$ cat src/rtl/if_stage_pkg.sv
// Shared constants, selector encoding and offset helper for the MIPS
// instruction-fetch stage.
package if_stage_pkg;

    localparam logic [31:0] RESET_PC_DEFAULT   = 32'h0000_3000;
    localparam logic [31:0] NOP_INSTR          = 32'h0000_0000;
    localparam int unsigned IMEM_WORDS_DEFAULT = 4096;

    localparam logic [5:0] OP_SPECIAL = 6'h00;
    localparam logic [5:0] OP_J       = 6'h02;
    localparam logic [5:0] OP_JAL     = 6'h03;
    localparam logic [5:0] OP_BEQ     = 6'h04;
    localparam logic [5:0] FN_JR      = 6'h08;
    localparam logic [5:0] FN_JALR    = 6'h09;

    typedef enum logic [1:0] {
        NPC_SEQ = 2'd0,
        NPC_BR  = 2'd1,
        NPC_J   = 2'd2,
        NPC_JR  = 2'd3
    } npc_sel_e;

    function automatic logic [31:0] br_offset(input logic [15:0] imm16);
        return {{14{imm16[15]}}, imm16, 2'b00};
    endfunction

endpackage

$ cat src/rtl/if_stage_if.sv
// Bundle of the fetch stage's pipeline-control, imem and IF/ID signals.
interface if_stage_if;

    logic        stall;
    logic        br;
    logic        is_j;
    logic        is_jr;
    logic [15:0] imm16_d;
    logic [25:0] index26_d;
    logic [31:0] jr_target;
    logic [31:0] imem_addr;
    logic [31:0] imem_rdata;
    logic [31:0] instr_d;
    logic [31:0] pc_d;
    logic [31:0] pc8_d;
    logic        valid_d;
    logic        fetch_fault;

    modport slave (
        input  stall, br, is_j, is_jr, imm16_d, index26_d, jr_target, imem_rdata,
        output imem_addr, instr_d, pc_d, pc8_d, valid_d, fetch_fault
    );

    modport master (
        output stall, br, is_j, is_jr, imm16_d, index26_d, jr_target, imem_rdata,
        input  imem_addr, instr_d, pc_d, pc8_d, valid_d, fetch_fault
    );

endinterface

$ cat src/rtl/if_stage_npc.sv
// Combinational next-PC selection: jr > j > branch > sequential.
module npc
    import if_stage_pkg::*;
(
    input  logic [31:0] i_pc_f,
    input  logic [31:0] i_pc_d,
    input  logic [15:0] i_imm16_d,
    input  logic [25:0] i_index26_d,
    input  logic [31:0] i_jr_target,
    input  logic        i_br,
    input  logic        i_is_j,
    input  logic        i_is_jr,
    output logic [31:0] o_npc
);

    logic [31:0] w_pc_d4;
    npc_sel_e    w_sel;

    assign w_pc_d4 = i_pc_d + 32'd4;

    // Resolve the redirect source in fixed priority order
    always_comb begin
        w_sel = NPC_SEQ;
        if (i_is_jr) begin
            w_sel = NPC_JR;
        end else if (i_is_j) begin
            w_sel = NPC_J;
        end else if (i_br) begin
            w_sel = NPC_BR;
        end else begin
            w_sel = NPC_SEQ;
        end
    end

    // Target computation; branch and jump are relative to the delay slot
    always_comb begin
        o_npc = i_pc_f + 32'd4;
        case (w_sel)
            NPC_JR:  o_npc = i_jr_target;
            NPC_J:   o_npc = {w_pc_d4[31:28], i_index26_d, 2'b00};
            NPC_BR:  o_npc = w_pc_d4 + br_offset(i_imm16_d);
            NPC_SEQ: o_npc = i_pc_f + 32'd4;
            default: o_npc = i_pc_f + 32'd4;
        endcase
    end

endmodule

$ cat src/rtl/if_stage.sv
// Instruction-fetch stage: PC register, imem range check, IF/ID register
// and sticky fetch-fault flag around the npc selector.
module if_stage
    import if_stage_pkg::*;
#(
    parameter logic [31:0] RESET_PC   = RESET_PC_DEFAULT,
    parameter int unsigned IMEM_WORDS = IMEM_WORDS_DEFAULT
) (
    input  logic       clk,
    input  logic       reset_n,
    if_stage_if.slave  bus
);

    localparam logic [31:0] IMEM_BYTES = 32'(IMEM_WORDS * 4);

    logic [31:0] r_pc_f;
    logic [31:0] r_instr_d;
    logic [31:0] r_pc_d;
    logic        r_valid_d;
    logic        r_fetch_fault;

    logic [31:0] w_npc;
    logic [31:0] w_offset;
    logic        w_in_range;

    npc u_npc (
        .i_pc_f      (r_pc_f),
        .i_pc_d      (r_pc_d),
        .i_imm16_d   (bus.imm16_d),
        .i_index26_d (bus.index26_d),
        .i_jr_target (bus.jr_target),
        .i_br        (bus.br),
        .i_is_j      (bus.is_j),
        .i_is_jr     (bus.is_jr),
        .o_npc       (w_npc)
    );

    // Unsigned subtraction folds both below-base and above-top into one compare
    assign w_offset   = r_pc_f - RESET_PC;
    assign w_in_range = (r_pc_f[1:0] == 2'b00) && (w_offset < IMEM_BYTES);

    // PC and IF/ID register; stall freezes everything, including redirects
    always_ff @(posedge clk or negedge reset_n) begin
        if (!reset_n) begin
            r_pc_f    <= RESET_PC;
            r_instr_d <= NOP_INSTR;
            r_pc_d    <= 32'h0000_0000;
            r_valid_d <= 1'b0;
        end else if (!bus.stall) begin
            r_pc_f    <= w_npc;
            r_instr_d <= w_in_range ? bus.imem_rdata : NOP_INSTR;
            r_pc_d    <= r_pc_f;
            r_valid_d <= w_in_range;
        end
    end

    // Sticky fault, cleared only by reset
    always_ff @(posedge clk or negedge reset_n) begin
        if (!reset_n) begin
            r_fetch_fault <= 1'b0;
        end else if (!bus.stall && !w_in_range) begin
            r_fetch_fault <= 1'b1;
        end
    end

    assign bus.imem_addr   = r_pc_f;
    assign bus.instr_d     = r_instr_d;
    assign bus.pc_d        = r_pc_d;
    assign bus.pc8_d       = r_pc_d + 32'd8;
    assign bus.valid_d     = r_valid_d;
    assign bus.fetch_fault = r_fetch_fault;

endmodule

$ cat src/flat_wrapper.sv
// flat-port wrapper written by rule: the top's interface ports become plain ports
module if_stage_flat import if_stage_pkg::*;
#(
    parameter logic [31:0] RESET_PC   = RESET_PC_DEFAULT,
    parameter int unsigned IMEM_WORDS = IMEM_WORDS_DEFAULT
)
  (clk, reset_n, bus_stall, bus_br, bus_is_j, bus_is_jr, bus_imm16_d, bus_index26_d, bus_jr_target, bus_imem_rdata, bus_imem_addr, bus_instr_d, bus_pc_d, bus_pc8_d, bus_valid_d, bus_fetch_fault);
  if_stage_if bus_i ();
  input  logic clk;
  input  logic reset_n;
  input wire logic [$bits(bus_i.stall)-1:0] bus_stall;
  input wire logic [$bits(bus_i.br)-1:0] bus_br;
  input wire logic [$bits(bus_i.is_j)-1:0] bus_is_j;
  input wire logic [$bits(bus_i.is_jr)-1:0] bus_is_jr;
  input wire logic [$bits(bus_i.imm16_d)-1:0] bus_imm16_d;
  input wire logic [$bits(bus_i.index26_d)-1:0] bus_index26_d;
  input wire logic [$bits(bus_i.jr_target)-1:0] bus_jr_target;
  input wire logic [$bits(bus_i.imem_rdata)-1:0] bus_imem_rdata;
  output wire logic [$bits(bus_i.imem_addr)-1:0] bus_imem_addr;
  output wire logic [$bits(bus_i.instr_d)-1:0] bus_instr_d;
  output wire logic [$bits(bus_i.pc_d)-1:0] bus_pc_d;
  output wire logic [$bits(bus_i.pc8_d)-1:0] bus_pc8_d;
  output wire logic [$bits(bus_i.valid_d)-1:0] bus_valid_d;
  output wire logic [$bits(bus_i.fetch_fault)-1:0] bus_fetch_fault;
  assign bus_i.stall = bus_stall;
  assign bus_i.br = bus_br;
  assign bus_i.is_j = bus_is_j;
  assign bus_i.is_jr = bus_is_jr;
  assign bus_i.imm16_d = bus_imm16_d;
  assign bus_i.index26_d = bus_index26_d;
  assign bus_i.jr_target = bus_jr_target;
  assign bus_i.imem_rdata = bus_imem_rdata;
  assign bus_imem_addr = bus_i.imem_addr;
  assign bus_instr_d = bus_i.instr_d;
  assign bus_pc_d = bus_i.pc_d;
  assign bus_pc8_d = bus_i.pc8_d;
  assign bus_valid_d = bus_i.valid_d;
  assign bus_fetch_fault = bus_i.fetch_fault;
  if_stage #(.RESET_PC(RESET_PC), .IMEM_WORDS(IMEM_WORDS)) u_core (.clk(clk), .reset_n(reset_n), .bus(bus_i));
endmodule
$ cat config.mk
export PLATFORM = sky130hd
export DESIGN_NAME = if_stage_flat
export DESIGN_NICKNAME = d
export VERILOG_FILES = /design/src/rtl/if_stage_pkg.sv /design/src/rtl/if_stage_if.sv /design/src/rtl/if_stage_npc.sv /design/src/rtl/if_stage.sv /design/src/flat_wrapper.sv
export SDC_FILE = /design/constraint.sdc
export NUM_CORES = 1
export LEC_CHECK = 0
export BUFFER_PORTS_ARGS = -buffer_cell sky130_fd_sc_hd__buf_4
export CAP_MARGIN = 20
export CORE_MARGIN = 1.5
export CORE_UTILIZATION = 35
export CTS_BUF_LIST = sky130_fd_sc_hd__clkbuf_2 sky130_fd_sc_hd__clkbuf_4 sky130_fd_sc_hd__clkbuf_8
export CTS_CLUSTER_SIZE = 10
export DETAILED_ROUTE_END_ITERATION = 16
export PLACE_DENSITY_LB_ADDON = 0.05
export REMOVE_ABC_BUFFERS = 1
export SYNTH_ARGS = -nofsm -noshare
export SYNTH_HDL_FRONTEND = slang
export SYNTH_HIERARCHICAL = 1
export SYNTH_SLANG_ARGS = --single-unit
$ cat constraint.sdc
create_clock -name clk -period 3.9 [get_ports clk]
set_input_delay 0.585 -clock clk [delete_from_list [all_inputs] [get_ports clk]]
set_output_delay 0.585 -clock clk [all_outputs]
set_load 0.05 [all_outputs]
==> impl_metrics.yaml <==
timing:
  setup_skew_ps: 17.36
  tightestPinTransition_ps: 890.4
  final_min_period_over_clock_period: 0.9888
  fmax_mhz: 259.3
  period_needed_ps: 3856
  finalHoldViolations: 0
  rsz0062_at_grt: "true"
  layout_setup_ws_ps: 43.63
  drv_slew: 0
  maxSlewHeadroom: 0.4032
  setup_tns_after_final_layout_ps: 0
  finalSetupViolations: 0
route:
  via_per_inst: 5.245
  drt-wirelength-per-cell_um: 18.68
  drcViolationCount: 0
  totalWireLength_um: 27090
  drt_pre_antenna_iters: 7
  drtAntennaViolNets: 0
  dr.first_iter.drc_count: 372
  detailroute.via_count: 7605
die:
  dieWidth_um: 154.6
  initial_core_util: 0.3565
  design.die.area_mm2: 0.02391
  dieHeight_um: 154.6
  floorplan.io_pins: 242
  rows: 55
  core_ar_mm2: 0.02257
setup_path:
  timing.critical_path.max_delay_family: "simple AND/OR/NAND/NOR gates"
  critical_path.cell_chain: "and4_4 -> and3_4 -> and3_4 -> buf_4 -> nand4_1 -> xnor2_1 -> ha_1 -> buf_4 -> a211oi_4 -> o31ai_2 -> a221o_1 -> a221oi_4 -> mux2_4 -> or3_1 -> mux2_2"
  critical_path_required_time_ps: 4180
  setup.worst_path.start_class: "flip-flop"
  critical_path.max_fanout: 4
  crit_arrival_ps: 4140
  worstPathBufferInverterCount: 2
  cpMaxStageDelayCell: "dfrtp_1"
  crit_type: "reg -> reg"
  cp_endpoint_kind: "flip-flop"
  r2r_setup_slk_ps: 40
  critical_path.max_stage_delay_ps: 360
synth:
  synthesis.area_per_instance_um2: 9.175
  post_synth_top_area_share: 0.2986
  synth.lib_cells_used.distinct: 69
  ffs_w_async_s_r_synth: 1.000
  post_synthesis_instance_area_mm2: 0.008046
  netlist_top_cells_count: "96 x dfrtp_1, 85 x nand2_1, 83 x xnor2_1"
  synth_sequential_area_ratio: 0.3051
  most_area_hungry_cell_type_in_the_yosys_netlist: "dfrtp_1"
  yosysMostFrequentCell: "dfrtp_1"
  synth_flop_cell: "dfrtp_1"
  synth_cells: 877
  ys_warn_count: 6
  cells_taking_the_most_area_after_synthesis: "dfrtp_1 30%, mux2_2 9.5%, xnor2_1 9.0%, ha_1 5.8%, nand2_1 4.0%"
  count_of_flip_flops_with_a_built_in_enable_after_synthesis: 0
  ys_seq_elements: 98
clock_network:
  clock_tree.htree_level_count: 3
  cts_made_buffers: 9
  clock_root_buffer: "clkbuf_8"
  cts_tree: "built"
  hold_buffers: 0
  worst_skew_pair.late_latency_ps: 390
  cts.reportedPaths.clkPinSlew_ps: 120
  cts_sinks: 98
  clock_tree.buffer_depth: 2
cells_and_area:
  nFillCells: 2225
  area_growth_syn_to_layout_pct: 36.14
  layout-drive-gt1-share: 0.4103
  antenna_cells_inserted: 0
  final_net_count: 1310
placement:
  placement.io_buffers: 241
  preCtsSetupSlack_ps: -30.45
  routabilityCongestion: 0.8454
  place.detailed.hpwl_um: 20560
outcome:
  run_status: "finished, final reports clean"
power_and_ir_drop:
  vdd_drop_max_mv: 0.2167
  leakagePower_nw: 5.022
  pwr_density_cell_mw_per_mm2: 484.8
job:
  drv_cap: 0
global_route:
  grt_max_degree: 58
  grtUsageTotal: 0.2257
  grt_pass1_wl_um: 42320
  overflow: 0
  number_of_antenna_violations_at_the_first_check_in_global_routing: 1
  first_global_vias: 7416
hold_path:
  min-delay-path-class: "in -> async"
-- state kept, by name, summed over array words and instances (netlist names) --
| register | count |
|---|---|
| u_core/bus.imem_addr | 32 |
| u_core/bus.valid_d | 1 |
| u_core/bus.fetch_fault | 1 |
| u_core/bus.pc_d | 32 |
| u_core/bus.instr_d | 32 |
-- repair_timing --
| item | in CTS | in global routing |
|---|---|---|
| gates resized for setup | 8 | 27 |
| setup endpoints to repair | 1 | 12 |
| pin swaps | 6 | 9 |
| setup buffers | 1 | 2 |
-- worst paths after layout --
path | start | endpoint | depth (start not counted)
setup reg to reg | u_core/bus.pc_d[9] | u_core/bus.imem_addr[31] | 15
hold reg to reg | u_core/bus.fetch_fault | u_core/bus.fetch_fault | 1
setup / recovery | u_core/bus.pc_d[9] | u_core/bus.imem_addr[31] | 15
max in group asynchronous | reset_n | u_core/bus.imem_addr[14] | 2
min in group clk | bus_imem_rdata[0] | u_core/bus.instr_d[0] | 3
hold / removal | reset_n | u_core/bus.pc_d[29] | 1
-- kinds of logic (layout without fill, tap and decap cells) --
logic type | after synthesis | count (layout) | synth area share
and+or+nand+nor | 274 | 274 | 0.1712
AOI/OAI and AO/OA | 185 | 185 | 0.1888
xor gates and xnor gates | 105 | 105 | 0.1143
buffers and inverters | 103 | 391 | 0.05785
DFF | 98 | 98 | 0.3051
muxes | 74 | 74 | 0.1028
adders and majority gates | 38 | 38 | 0.06002
-- cell type report --
class                   count  area (um2)  area share
flip-flops and latches     98        2455      0.2241
multi-input cells         676        5280      0.4820
well taps                 285       356.6     0.03255
clock buffers               9       123.9     0.01131
inverters                  52       195.2     0.01782
repair buffers            323        2457      0.2243
clock inverters             7       86.33    0.007881
-- through the flow --
stage / power [W] / utilization / hold slack (ps) / std cells / cell area [um2]
global route: 0.005619 / 0.4853 / 311.7 / 1450 / 10950
detailed placement: 0.004497 / 0.4681 / 454.2 / 1431 / 10570
global placement: 0.004501 / 0.4681 / 452.7 / 1431 / 10570
finish: 0.005311 / 0.4853 / 255.1 / 1450 / 10950
CTS: 0.005278 / 0.4793 / 278.4 / 1448 / 10820
floorplan: 0.003345 / - / 289.4 / 826 / 7776
-- per-layer routing --
metal  global-route usage  share of wire  vias to the layer above
met1               0.3129           0.47                     3633
li1                     -              -                     3733
met2               0.3664           0.46                      222
met5                    0              0                        -
met3              0.04063          0.059                       17
met4              0.04945          0.010                        0
-- cell usage in the layout (no fill, tap or decap), types with 22 or more instances in the layout --
cell and n:
buf_4 319, nand2_1 84, nor2_1 49, xnor2_1 82, o31ai_2 26, o21ai_0 23, nand4_1 32, inv_1 52
xor2_1 22, a21oi_1 33, nand3_1 36, dfrtp_1 96, mux2_2 68, ha_1 37
-- power by group --
part	internal (W)	total (W)	leakage [nW]	switching [W]
registers	0.00115	0.00140	1.22	0.000244
logic	0.00126	0.00318	3.70	0.00191
clock network	0.000310	0.000735	0.103	0.000425
total	0.00273	0.00531	5.02	0.00258
Note: power is estimated with default switching activity, not from simulation.
